--- src/rtl/tex_qspi_pkg.sv ---
// Shared constants and state encoding for the texture QSPI fetch path.
package tex_qspi_pkg;

    localparam logic [7:0]  TEX_CMD_QREAD = 8'h6B;
    localparam int unsigned TEX_CMD_BITS  = 8;
    localparam int unsigned TEX_ADDR_BITS = 24;
    localparam int unsigned TEX_CNT_W     = 8;

    typedef enum logic [2:0] {
        IDLE  = 3'd0,
        CMD   = 3'd1,
        ADDR  = 3'd2,
        DUMMY = 3'd3,
        DATA  = 3'd4,
        DONE  = 3'd5,
        GAP   = 3'd6
    } tex_state_e;

endpackage

--- src/rtl/tex_rr_arb2.sv ---
// Two-way round-robin grant logic; last_grant advances only when the grant is taken.
module tex_rr_arb2 (
    input  logic       clk,
    input  logic       rst_n,
    input  logic [1:0] req,
    input  logic       accept,
    output logic [1:0] gnt,
    output logic       gnt_idx
);

    logic last_grant;

    // Lone request wins outright; a tie goes to whoever was not served last.
    always_comb begin
        gnt_idx = 1'b0;
        gnt     = 2'b00;
        if (req == 2'b11) begin
            gnt_idx = ~last_grant;
        end else begin
            gnt_idx = req[1];
        end
        if (req != 2'b00) begin
            gnt = gnt_idx ? 2'b10 : 2'b01;
        end
    end

    // Remember the most recent grantee for tie-breaking.
    always_ff @(posedge clk or negedge rst_n) begin
        if (!rst_n) begin
            last_grant <= 1'b1;
        end else if (accept) begin
            last_grant <= gnt_idx;
        end
    end

endmodule

--- src/rtl/tex_qspi_fetch_arb.sv ---
// Quad-output (0x6B) flash reader shared between the wall and overlay texture requesters.
module tex_qspi_fetch_arb
    import tex_qspi_pkg::*;
#(
    parameter int unsigned DATA_BITS    = 24,
    parameter int unsigned DUMMY_CYCLES = 8,
    parameter int unsigned CSB_GAP      = 2
) (
    input  logic                 i_clk,
    input  logic                 i_reset_n,
    input  logic                 i_req0,
    input  logic [23:0]          i_addr0,
    output logic                 o_ack0,
    input  logic                 i_req1,
    input  logic [23:0]          i_addr1,
    output logic                 o_ack1,
    output logic [DATA_BITS-1:0] o_data,
    output logic                 o_busy,
    output logic                 o_tex_csb,
    output logic                 o_tex_sclk,
    output logic                 o_tex_oeb0,
    output logic                 o_tex_out0,
    input  logic [3:0]           i_tex_in
);

    localparam int unsigned NIBBLES = DATA_BITS / 4;
    localparam int unsigned TX_W    = TEX_CMD_BITS + TEX_ADDR_BITS;
    localparam int unsigned GAP_W   = 8;

    tex_state_e              state_q, state_d;
    logic                    phase_q, phase_d;
    logic [TEX_CNT_W-1:0]    cnt_q, cnt_d;
    logic [TX_W-1:0]         tx_q, tx_d;
    logic [DATA_BITS-1:0]    rx_q, rx_d;
    logic [DATA_BITS-1:0]    data_q, data_d;
    logic [GAP_W-1:0]        gap_q, gap_d;
    logic                    grantee_q, grantee_d;
    logic                    csb_q, csb_d;
    logic                    sclk_q, sclk_d;
    logic                    oeb0_q, oeb0_d;
    logic                    out0_q, out0_d;
    logic                    ack0_q, ack0_d;
    logic                    ack1_q, ack1_d;
    logic                    busy_q, busy_d;
    logic                    accept;
    logic [1:0]              gnt;
    logic                    gnt_idx;

    tex_rr_arb2 u_arb (
        .clk     (i_clk),
        .rst_n   (i_reset_n),
        .req     ({i_req1, i_req0}),
        .accept  (accept),
        .gnt     (gnt),
        .gnt_idx (gnt_idx)
    );

    // Next-state and next-output logic; every pin value is registered below.
    always_comb begin
        state_d   = state_q;
        phase_d   = phase_q;
        cnt_d     = cnt_q;
        tx_d      = tx_q;
        rx_d      = rx_q;
        data_d    = data_q;
        gap_d     = gap_q;
        grantee_d = grantee_q;
        csb_d     = csb_q;
        sclk_d    = 1'b0;
        oeb0_d    = oeb0_q;
        out0_d    = out0_q;
        ack0_d    = 1'b0;
        ack1_d    = 1'b0;
        accept    = 1'b0;

        unique case (state_q)
            IDLE: begin
                if (gap_q == '0 && gnt != 2'b00) begin
                    accept    = 1'b1;
                    grantee_d = gnt_idx;
                    tx_d      = {TEX_CMD_QREAD, gnt[1] ? i_addr1 : i_addr0};
                    out0_d    = TEX_CMD_QREAD[7];
                    oeb0_d    = 1'b0;
                    csb_d     = 1'b0;
                    phase_d   = 1'b0;
                    cnt_d     = TEX_CNT_W'(TEX_CMD_BITS - 1);
                    state_d   = CMD;
                end
            end

            CMD, ADDR, DUMMY, DATA: begin
                if (!phase_q) begin
                    // Phase A -> B: raise sclk, flash sees a stable bit.
                    phase_d = 1'b1;
                    sclk_d  = 1'b1;
                end else begin
                    // End of phase B: sample input, advance output bit.
                    phase_d = 1'b0;
                    if (state_q == DATA) begin
                        rx_d = DATA_BITS'({rx_q, i_tex_in});
                    end
                    if (state_q == CMD || state_q == ADDR) begin
                        tx_d   = tx_q << 1;
                        out0_d = tx_q[TX_W-2];
                    end
                    if (cnt_q != '0) begin
                        cnt_d = cnt_q - TEX_CNT_W'(1);
                    end else begin
                        case (state_q)
                            CMD: begin
                                state_d = ADDR;
                                cnt_d   = TEX_CNT_W'(TEX_ADDR_BITS - 1);
                            end
                            ADDR: begin
                                // Release io0 so the flash can drive it.
                                state_d = DUMMY;
                                cnt_d   = TEX_CNT_W'(DUMMY_CYCLES - 1);
                                oeb0_d  = 1'b1;
                                out0_d  = 1'b0;
                            end
                            DUMMY: begin
                                state_d = DATA;
                                cnt_d   = TEX_CNT_W'(NIBBLES - 1);
                            end
                            default: begin
                                state_d = DONE;
                                csb_d   = 1'b1;
                            end
                        endcase
                    end
                end
            end

            DONE: begin
                data_d  = rx_q;
                ack0_d  = ~grantee_q;
                ack1_d  = grantee_q;
                gap_d   = GAP_W'(CSB_GAP - 1);
                state_d = GAP;
            end

            GAP: begin
                if (gap_q <= GAP_W'(1)) begin
                    gap_d   = '0;
                    state_d = IDLE;
                end else begin
                    gap_d = gap_q - GAP_W'(1);
                end
            end

            default: begin
                state_d = IDLE;
            end
        endcase

        busy_d = (state_d != IDLE);
    end

    // State and output registers; reset parks the pads idle and drops any transfer.
    always_ff @(posedge i_clk or negedge i_reset_n) begin
        if (!i_reset_n) begin
            state_q   <= IDLE;
            phase_q   <= 1'b0;
            cnt_q     <= '0;
            tx_q      <= '0;
            rx_q      <= '0;
            data_q    <= '0;
            gap_q     <= '0;
            grantee_q <= 1'b0;
            csb_q     <= 1'b1;
            sclk_q    <= 1'b0;
            oeb0_q    <= 1'b1;
            out0_q    <= 1'b0;
            ack0_q    <= 1'b0;
            ack1_q    <= 1'b0;
            busy_q    <= 1'b0;
        end else begin
            state_q   <= state_d;
            phase_q   <= phase_d;
            cnt_q     <= cnt_d;
            tx_q      <= tx_d;
            rx_q      <= rx_d;
            data_q    <= data_d;
            gap_q     <= gap_d;
            grantee_q <= grantee_d;
            csb_q     <= csb_d;
            sclk_q    <= sclk_d;
            oeb0_q    <= oeb0_d;
            out0_q    <= out0_d;
            ack0_q    <= ack0_d;
            ack1_q    <= ack1_d;
            busy_q    <= busy_d;
        end
    end

    assign o_ack0     = ack0_q;
    assign o_ack1     = ack1_q;
    assign o_data     = data_q;
    assign o_busy     = busy_q;
    assign o_tex_csb  = csb_q;
    assign o_tex_sclk = sclk_q;
    assign o_tex_oeb0 = oeb0_q;
    assign o_tex_out0 = out0_q;

endmodule

--- config.mk ---
export PLATFORM = sky130hd
export DESIGN_NAME = tex_qspi_fetch_arb
export DESIGN_NICKNAME = d
export VERILOG_FILES = /design/src/rtl/tex_qspi_pkg.sv /design/src/rtl/tex_rr_arb2.sv /design/src/rtl/tex_qspi_fetch_arb.sv
export SDC_FILE = /design/constraint.sdc
export NUM_CORES = 1
export LEC_CHECK = 0
export ABC_AREA = 0
export CORE_MARGIN = 10
export CORE_UTILIZATION = 54
export CTS_CLUSTER_DIAMETER = 100
export DETAILED_ROUTE_END_ITERATION = 6
export PLACE_DENSITY = 0.81
export SYNTH_ARGS = -nofsm -noshare
export SYNTH_HDL_FRONTEND = slang
export SYNTH_HIERARCHICAL = 1
export SYNTH_SLANG_ARGS = --single-unit
export TNS_END_PERCENT = 30
--- constraint.sdc ---
create_clock -name i_clk -period 2.8 [get_ports i_clk]
set_clock_uncertainty 0.2 [all_clocks]
set_input_delay 0.7 -clock i_clk [delete_from_list [all_inputs] [get_ports i_clk]]
set_output_delay 0.7 -clock i_clk [all_outputs]
set_load 0.005 [all_outputs]
==> results <==
worst min path at each step:
stage               cells past startpoint  startpoint        end  slack, ps
detailed placement                      1   grantee_q     o_ack0        220
global placement                        1   grantee_q     o_ack0        220
CTS                                     1   i_reset_n  o_data[3]         80
finish                                  1   i_reset_n  o_data[3]         70
global route                            1   i_reset_n  o_data[3]         90
floorplan                               0   i_reset_n   cnt_q[0]        200
cells in the mapped netlist (2+ instances only):
| cell type | instances |
|---|---|
| nor3b_1 | 2 |
| mux2_2 | 48 |
| dfstp_2 | 3 |
| and3_1 | 4 |
| nand3_1 | 7 |
| or3_1 | 3 |
| a21oi_1 | 29 |
| dfrtp_1 | 105 |
| buf_2 | 15 |
| o22a_1 | 5 |
| o21ai_1 | 19 |
| buf_1 | 2 |
| clkbuf_1 | 6 |
| nor3_1 | 8 |
| ha_1 | 4 |
| o31ai_1 | 2 |
| o21a_1 | 3 |
| nor2b_1 | 5 |
| nor4_4 | 2 |
| o21ai_0 | 17 |
| buf_6 | 6 |
| o211ai_1 | 2 |
| mux2i_1 | 26 |
| xor2_1 | 2 |
| buf_4 | 4 |
| nand4_1 | 6 |
| and2_1 | 2 |
| nor2_1 | 42 |
| xnor2_1 | 2 |
| a22o_1 | 4 |
| nand2_1 | 47 |
| a22oi_1 | 2 |
| mux2_4 | 2 |
| a21boi_0 | 3 |
| inv_1 | 8 |
| a41oi_1 | 3 |
report_power, final:
part	internal, W	switching (W)
clock network	0.000358	0.000586
logic	0.000943	0.00120
registers	0.00188	0.000284
registers in the layout (all words and copies together), names as in the netlist:
signal            count
cnt_q                 8
state_q               3
phase_q               1
o_tex_csb             1
o_tex_oeb0            1
grantee_q             1
o_tex_sclk            1
o_data               24
o_ack1                1
u_arb/last_grant      1
o_busy                1
tx_q                 31
rx_q                 24
o_tex_out0            1
o_ack0                1
gap_q                 8
kinds of logic (layout without fill, tap and decap cells):
| group | count (synthesis) | count (layout) | synth area share, % |
|---|---|---|---|
| compound gates | 111 | 111 | 13.9 |
| xor+xnor | 4 | 4 | 0.654 |
| fa+ha+maj | 4 | 4 | 0.934 |
| buf+inv | 42 | 124 | 4.41 |
| flops | 108 | 108 | 50.5 |
| mux | 76 | 76 | 15.5 |
| simple gates | 144 | 144 | 14.1 |
worst max-delay path, stage by stage:
cell             delay (ps)
clkdlybuf4s50_1         490
a21boi_0                160
or2_1                   260
and4_4                  230
a21o_4                  220
nand2_4                 100
mux2_4                  300
per-layer routing:
layer,track usage (%),up-vias
li1,-,1904
met1,19.5,1883
met2,27.1,85
met3,3.80,14
met4,5.20,0
met5,0,-
metrics by stage:
step | instances | power (W) | TNS, ps | setup WS (ps)
3_5_place_dp | 688 | 0.00434 | -2.32 | -2.32
5_1_grt | 704 | 0.00567 | 0 | 291
6_report | 704 | 0.00526 | 0 | 398
3_3_place_gp | 688 | 0.00425 | 0 | 42.1
2_1_floorplan | 489 | 0.00386 | 0 | 501
4_1_cts | 704 | 0.00529 | 0 | 416
layout make-up:
cell class	count	area (um2)	share of cell area, %
clock buffers	9	124	1.90
clock inverters	7	75.1	1.15
inverters	9	33.8	0.517
multi-input cells	339	2440	37.3
flip-flops and latches	108	2710	41.4
well taps	133	166	2.55
repair buffers	99	993	15.2
==> impl_metrics.toml <==
[worst_setup_path]
required_ps = 2870
r2r-start = "gap_q[0]"
cp_data_arrival_time_ps = 2470
cp_max_fo = 7
startpoint = "i_req0"
timing.reg2reg.setup_slack_ps = 440
end_kind = "register"
crit_end = "cnt_q[4]"
critPathLaunchType = "input pin"
path_class = "input pin to register"
reg2regPathDepth = 7
r2r_end = "cnt_q[5]"

[logic_synthesis]
ys_warn_count = 6
synth_ff_type = "dfrtp_1"
yosysTopAreaCell = "dfrtp_1"
synth_edf_count = 0
yosys-top-cells-area = "dfrtp_1 (49%), mux2_2 (10%), mux2i_1 (4.9%), nand2_1 (3.3%), nor2_1 (2.9%)"
synthArstFlopShare_pct = 100
syn_area_per_cell_um2 = 11.0
synth-seq-cells = 108
synth.top_cell.area_share_pct = 49.0
netlist_instances = 489
synth_cell_types = 75
syn_nets = 549
ys_seq_area_share_pct = 50.5
syn_area_um2 = 5360

[timing]
finalHoldViolCount = 0
period_minus_slack_ps = 2400
finalSetupViolations = 0
fmax_mhz = 416
rsz0062_at_grt = "false"
slew_headroom_pct = 60.5
maxSlewViolCount = 0
max_slew.worst_pin.slew_ps = 593
post-route-period-util_pct = 85.8
whs_ps = 73.2

[routing]
vias = 3886
wl_per_cell_um = 15.9
via_per_inst = 5.52
wl_met3_um = 544
antenna_left = 0
drc_errors = 0
firstDrtPassIters = 4
drt-initial-drc-count = 212
dr_wl_met2_um = 5760
routed_wl_um = 11200
wl_met1_um = 4780
routed.top_layer = "met4"

[floorplan]
io-pin-count = 87
start_util_pct = 55.1
design.core.area_um2 = 9730
die_x_um = 120
rows = 36
die-area_um2 = 14300
die_h_um = 120

[cts]
hold_buffers = 0
cts_tree = "built"
clock_latency_ps = 370
cts.sinks = 108
clk_pin_slew_worst_paths_ps = 120
cts_buffer_depth = 2
postCtsSetupBuffers = 0
post_cts_resized = 0
htreeDepth = 3
cts_root_buf = "clkbuf_8"
cts-buffers-inserted = 9

[cells_and_area]
post-route-util_pct = 67.2
area_growth_pct = 21.9
layout.nets = 626
final_area_um2 = 6540
final_layout_size_suffix_gt1_share_pct = 18.6
mostFrequentLayoutCell = "dfrtp_1"
fillCellCount = 755
antenna_cells = 0
final_cell_mix = "dfrtp_1 (105), clkdlybuf4s50_1 (85), mux2_2 (48)"

[run]
maxCapViolCount = 0

[power_and_ir_drop]
irDropWorstVdd_uv = 465
leakage_nw = 2.93
pwr_density_cell_nw_per_um2 = 805

[global_route]
antenna_found_initial = 0
grt_usage_pct = 15.9
grt_overflow = 0
grt_pass1_wl_um = 19200
grt_max_degree = 51
grt_pass1_vias = 3984

[place]
placed_cell_area_um2 = 6340
dp_hpwl_um = 8190
io_buffers = 86
gp_congestion = 0.852

[status]
status = "finished clean"

[hold_path]
hp-class = "input pin to async pin"
Note: power is estimated with default switching activity, not from simulation.
